[src/rtl/turn_signal_arbiter.sv]
// turn_signal_arbiter
//   Arbitrates raw left/right/hazard switch requests into stable left_cmd and
//   right_cmd levels for the tail-light FSM. A grant only changes at a
//   tail-light sequence boundary, so an A->AB->ABC pattern always completes.
//   A grant is held for at least HOLD_SEQS full sequences before it is
//   re-arbitrated.
//
// Ports
//   clk         system clock
//   reset       asynchronous, active-low reset
//   tick        one-clk enable pulse from clk_div; gates all state advance
//   left_req    left switch (asynchronous to clk)
//   right_req   right switch (asynchronous to clk)
//   hazard_req  hazard switch (asynchronous to clk)
//   left_cmd    left input of the tail-light FSM
//   right_cmd   right input of the tail-light FSM
//   busy        high while a grant is active
//   phase       tick position within the current sequence, 0..SEQ_TICKS-1
module turn_signal_arbiter #(
  parameter int SEQ_TICKS = 4,
  parameter int HOLD_SEQS = 2,
  parameter int PW        = 2
) (
  input  logic          clk,
  input  logic          reset,
  input  logic          tick,
  input  logic          left_req,
  input  logic          right_req,
  input  logic          hazard_req,
  output logic          left_cmd,
  output logic          right_cmd,
  output logic          busy,
  output logic [PW-1:0] phase
);

  typedef enum logic [1:0] {IDLE, LEFT, RIGHT, HAZARD} state_t;

  localparam int CW = (HOLD_SEQS > 1) ? $clog2(HOLD_SEQS) : 1;
  localparam logic [PW-1:0] PH_LAST  = PW'(SEQ_TICKS - 1);
  localparam logic [CW-1:0] CNT_LAST = CW'(HOLD_SEQS - 1);

  // Request bit order in the synchroniser: {hazard, right, left}
  logic [2:0]    req_p0;
  logic [2:0]    req_p1;
  logic          left_s;
  logic          right_s;
  logic          hazard_s;
  state_t        state;
  state_t        next_grant;
  logic [CW-1:0] seq_cnt;

  function automatic state_t arb(input logic l, input logic r, input logic h);
    if (h || (l && r)) return HAZARD;
    else if (l)        return LEFT;
    else if (r)        return RIGHT;
    else               return IDLE;
  endfunction

  // Stage p0/p1: two-flop synchroniser, runs every clk regardless of tick
  always_ff @(posedge clk or negedge reset) begin
    if (!reset) begin
      req_p0 <= '0;
      req_p1 <= '0;
    end else begin
      req_p0 <= {hazard_req, right_req, left_req};
      req_p1 <= req_p0;
    end
  end

  assign left_s     = req_p1[0];
  assign right_s    = req_p1[1];
  assign hazard_s   = req_p1[2];
  assign next_grant = arb(left_s, right_s, hazard_s);

  // Grant state machine, advanced only on tick
  always_ff @(posedge clk or negedge reset) begin
    if (!reset) begin
      state   <= IDLE;
      phase   <= '0;
      seq_cnt <= '0;
    end else if (tick) begin
      if (state == IDLE) begin
        state   <= next_grant;
        phase   <= '0;
        seq_cnt <= '0;
      end else if (phase < PH_LAST) begin
        phase <= phase + 1'b1;
      end else begin
        // Sequence boundary: the only point where the grant may change
        phase <= '0;
        if (seq_cnt < CNT_LAST) begin
          seq_cnt <= seq_cnt + 1'b1;
        end else if (next_grant != state) begin
          state   <= next_grant;
          seq_cnt <= '0;
        end
      end
    end
  end

  // Decoded straight from the state register so an async reset clears them at once
  assign left_cmd  = (state == LEFT)  || (state == HAZARD);
  assign right_cmd = (state == RIGHT) || (state == HAZARD);
  assign busy      = (state != IDLE);

endmodule

[config.mk]
export PLATFORM = sky130hd
export DESIGN_NAME = turn_signal_arbiter
export DESIGN_NICKNAME = d
export VERILOG_FILES = /design/src/rtl/turn_signal_arbiter.sv
export SDC_FILE = /design/constraint.sdc
export NUM_CORES = 1
export LEC_CHECK = 0
export CORE_AREA = 4 4 41 43
export CTS_CLUSTER_SIZE = 24
export DETAILED_ROUTE_END_ITERATION = 16
export DIE_AREA = 0 0 45 47
export MAX_ROUTING_LAYER = met4
export PLACE_DENSITY = 0.61
export SYNTH_ARGS = -nofsm -noshare
export SYNTH_HDL_FRONTEND = slang
export SYNTH_SLANG_ARGS = --single-unit
[constraint.sdc]
create_clock -name clk -period 3.1 [get_ports clk]
set_clock_uncertainty 0.2 [all_clocks]
set_input_delay 0.775 -clock clk [delete_from_list [all_inputs] [get_ports clk]]
set_output_delay 0.775 -clock clk [all_outputs]
set_load 0.05 [all_outputs]
==> Yosys cells after proc, flatten, opt, wreduce, memory -nomap -nowiden <==
Index checks and enable logic that the tools add are counted.
{ "totals": {"word_cells": 38, "register_bits": 11, "input_bits": 6} }
{ "op_classes": {"n_mux": 13, "n_eq_ne": 6, "n_lt_le_gt_ge": 2, "n_addsub": 2, "n_reduce_logical": 10} }
{ "op_table": {"columns": ["op", "count"], "rows": [
  ["two-way mux 2 bit", 9],
  ["== test 2 bit, second input constant", 2],
  ["two-way mux 1 bit", 4],
  ["inequality test 2 bit, second input constant", 2],
  ["AND reduction 4 bit", 1],
  ["nonzero test 2 bit", 2],
  ["logical OR 1 bit", 3],
  ["AND reduction 3 bit", 1],
  ["nonzero test 3 bit", 1],
  ["adder 2 x 1 -> 2 bit, second input constant", 1],
  ["== test 2 x 1 -> 1 bit, second input constant", 1],
  ["zero test 2 bit", 1],
  ["less-than comparator 2 bit, second input constant", 1],
  ["inequality test 2 bit", 1],
  ["adder 1 bit, second input constant", 1],
  ["logical AND 1 bit", 1],
  ["less-than comparator 1 bit, second input constant", 1]
]} }

==> Depth between registers and ports, before layout <==
{ "logic_depth": {"ltp_word": 8, "depth_mapped": 5, "ltp_nobuf": 5} }

==> Worst setup path after synthesis <==
Ideal clock, no wire load.
{ "synth_path": {"path_type": "register to output", "start": "register state[1]", "end": "output port right_cmd", "stages_incl_launch_ff": 2, "slack_ns": 1.198, "t_arrival_ns": 0.927, "path_cell_list": "dfrtp_1 > dlygate4sd1_1"} }
{ "synth_via": {"elab_chain_len": 2, "elab_cells_between_ends": 3, "classes_between": "eq/ne: 2; reduce/logical: 1"} }
{ "synth_lines": {"columns": ["element", "line_no", "text"], "rows": [
  ["start, declared", "48", "state_t state;"],
  ["start signal, assigned", "83", "state <= next_grant;"],
  ["start signal, assigned", "94", "state <= next_grant;"],
  ["== test 2 bit", "103", "assign right_cmd = (state == RIGHT) || (state == HAZARD);"],
  ["logical OR 1 bit *", "103", null],
  ["end, declared", "31", "output logic right_cmd,"]
]} }
Mark *: on every way between the ends. The rest lies on a longest branch, timed or not.

==> Worst setup path in the final report <==
{ "layout_path": {"start": "register state[1]", "end": "output port busy"} }
{ "layout_via": {"elab_chain_len": 1} }
{ "layout_lines": {"columns": ["element", "line_no", "text"], "rows": [
  ["nonzero test 2 bit", "104", "assign busy = (state != IDLE);"],
  ["end, declared", "32", "output logic busy,"]
]} }
Every way passes these cells.

==> flow_metrics.tcl <==
set metrics [dict create \
    status "finished clean" \
    cts.sinks 11 \
    fin_ws_ns 0.410 \
    die_w_um 45 \
    place_congestion 0.857 \
    whs_ns 0.147 \
    crit_path_start_kind "register" \
    die_h_um 47 \
    power_frac_seq_pct 40.9 \
    drive_gt1_share_pct 14.8 \
    cts-resized-gates 0 \
    grt_pass1_wl_um 1420 \
    cap_violations 0 \
    grt_max_degree 12 \
    powerDensity_mw_per_mm2 815 \
    final_cell_mix "dfrtp_1, clkdlybuf4s50_1, nand2_1" \
    grt_pass1_vias 338 \
    crit_arrival_ns 1.71 \
    drtAntennaViolNets 0 \
    antenna_found_initial 0 \
    hp-class "register to register" \
    max_stage_delay_ns 0.70 \
    rows 13 \
    clk_pin_slew_ns 0.07 \
    rr_startpoint "state[1]" \
    min_from "req_p0[1]" \
    critical_path.top_delay_family "buffers and inverters" \
    diodes 0 \
    switching_share_pct 40.1 \
    fin_crit_sh_pct 86.8 \
    criticalPathCategory "register to output port" \
    synth_area_sq_um 497 \
    crit_buf_inv 2 \
    cellLeakagePower_nw 0.250 \
    area_growth_syn_to_layout_pct 24.4 \
    post_layout_nonfiller_instances 69 \
    die_area_sq_mm 0.00212 \
    tightestPinTransition_ns 0.493 \
    crit_slowest_cell "clkdlybuf4s50_1" \
    synth_nets 50 \
    route.vias.total 358 \
    start_util_pct 38.2 \
    crit_chain "nor2_1 -> inv_1 -> clkdlybuf4s50_1" \
    viasPerCell 5.19 \
    p_comb_share_pct 40.2 \
    drcViolationCount 0 \
    fmax_ghz 0.372 \
    hold_viol 0 \
    cts_tree "done" \
    core-area_sq_mm 0.00130 \
    numCtsBuffers 3 \
    avgSynthCellArea_sq_um 11.6 \
    ys_warn_count 0 \
    grt_use_total_pct 10.1 \
    clock_path_buffers 2 \
    postPlaceCellArea_sq_um 592 \
    cts_setup_buffers 0 \
    p_sw_w 0.000202 \
    synth-seq-cells 11 \
    io_pins 11 \
    final_nets 62 \
    firstDrtPassIters 4 \
    cts_hold_buffers 0 \
    p_int_w 0.000302 \
    post-dp-hpwl_um 642 \
    rsz0062_at_grt "false" \
    period_needed_ns 2.69 \
    io_buffers 10 \
    max_slew_margin_pct 67.0 \
    crit_fanout 8 \
    grt_remaining_overflow 0 \
    yosysUniqueCellTypes 25 \
    cts-root-buf "clkbuf_4" \
    cp-end-kind "output port" \
    design_area_sq_um 618 \
    layout_commonest_cell "dfrtp_1" \
    crit_required_ns 2.12 \
    dpl.cell_count 65 \
    drt-initial-drc-count 13 \
    tns_ns 0 \
    crit_start "state[1]" \
    setup_viol 0 \
    slew_viol_final 0 \
    routed_wl_um 842 \
    ys_seq_area_share_pct 55.4 \
    htreeDepth 1 \
    place_ws_ns 0.692 \
    synthCells 43 \
    detail_route.wl_per_cell_um 12.2 \
    pwr-share-clk_pct 18.9 \
    clock_latency_ns 0.27 \
    peakVddDrop_mv 0.374 \
]
## worst reg2reg max path, cell delays in order, from the launching register on
cell and delay [ns]:
dfrtp_1 0.46, or4b_1 0.49, a21boi_1 0.23, a21oi_2 0.06, o21ai_2 0.11
## synthesized netlist by cell type
| library cell | number | share of area, % |
|---|---|---|
| a21oi_2 | 1 | 1.8 |
| nor2b_1 | 1 | 1.3 |
| or4b_1 | 1 | 2.0 |
| o31ai_1 | 2 | 3.0 |
| nor2_1 | 3 | 2.3 |
| dfrtp_1 | 11 | 55 |
| or4b_4 | 1 | 2.8 |
| a2bb2oi_1 | 1 | 1.8 |
| clkbuf_1 | 1 | 0.75 |
| o21ai_2 | 1 | 1.8 |
| o2bb2ai_1 | 1 | 1.8 |
| or4_1 | 1 | 1.5 |
| buf_6 | 1 | 2.3 |
| ha_1 | 1 | 2.5 |
| a221oi_1 | 1 | 1.8 |
| a211o_2 | 1 | 2.0 |
| o21ai_1 | 1 | 1.0 |
| o21ai_0 | 1 | 1.0 |
| nand2_1 | 4 | 3.0 |
| and2_1 | 1 | 1.3 |
| nand3_1 | 1 | 1.0 |
| inv_1 | 3 | 2.3 |
| a21boi_1 | 1 | 1.5 |
| dlygate4sd1_1 | 1 | 1.8 |
| nand4_2 | 1 | 2.5 |
## cell families (layout without fill, tap and decap cells)
| logic type | after synthesis | after routing | synth area share (%) |
|---|---|---|---|
| compound gates | 11 | 11 | 17.4 |
| fa+ha+maj | 1 | 1 | 2.52 |
| buf+inv | 6 | 17 | 7.05 |
| flops | 11 | 11 | 55.4 |
| simple gates | 14 | 14 | 17.6 |
## power groups by stage
stage | sequential, W | clock [W] | combinational, W
2_1_floorplan | 0.000242 | 0 | 0.000112
3_3_place_gp | 0.000208 | 0 | 0.000202
3_5_place_dp | 0.000209 | 0 | 0.000204
4_1_cts | 0.000206 | 0.000102 | 0.000205
5_1_grt | 0.000212 | 0.000108 | 0.000223
6_report | 0.000206 | 0.0000950 | 0.000203
## state kept, by name (all words and copies together) (netlist names)
register and flops:
phase 2, req_p0 3, req_p1 3, seq_cnt 1, state 2
## worst paths after layout
path / slack [ns] / depth (start not counted) / to
hold reg to reg: 0.15 / 0 / req_p1[1]
max in group asynchronous: 1.73 / 1 / seq_cnt
setup / recovery: 0.41 / 3 / busy
min in group asynchronous: 0.63 / 1 / phase[1]
setup reg to reg: 1.48 / 4 / seq_cnt
hold / removal: 0.15 / 0 / req_p1[1]
## routing by layer
metal / part of all wire (%) / vias to the layer above / global-route usage [%] / routed length, um
li1: - / 177 / - / -
met1: 42 / 170 / 12.1 / 357
met2: 52 / 11 / 14.1 / 434
met3: 5.8 / 0 / 3.45 / 49
met4: 0 / 0 / 7.02 / 0
met5: 0 / - / - / 0
## through the flow
step / util (%) / total power (W)
floorplan: - / 0.000354
global placement: 45.5 / 0.000410
detailed placement: 45.5 / 0.000413
CTS: 47.5 / 0.000513
global route: 47.5 / 0.000543
finish: 47.5 / 0.000504
## area by class of cell
cell class | count | area [sq um]
clock buffer | 4 | 26.3
sequential | 11 | 275
inverter | 3 | 11.3
multi-input combinational | 26 | 186
fill | 131 | 683
tap | 15 | 18.8
timing repair buffer | 10 | 100
No activity file was read; power rests on OpenSTA's default activity.
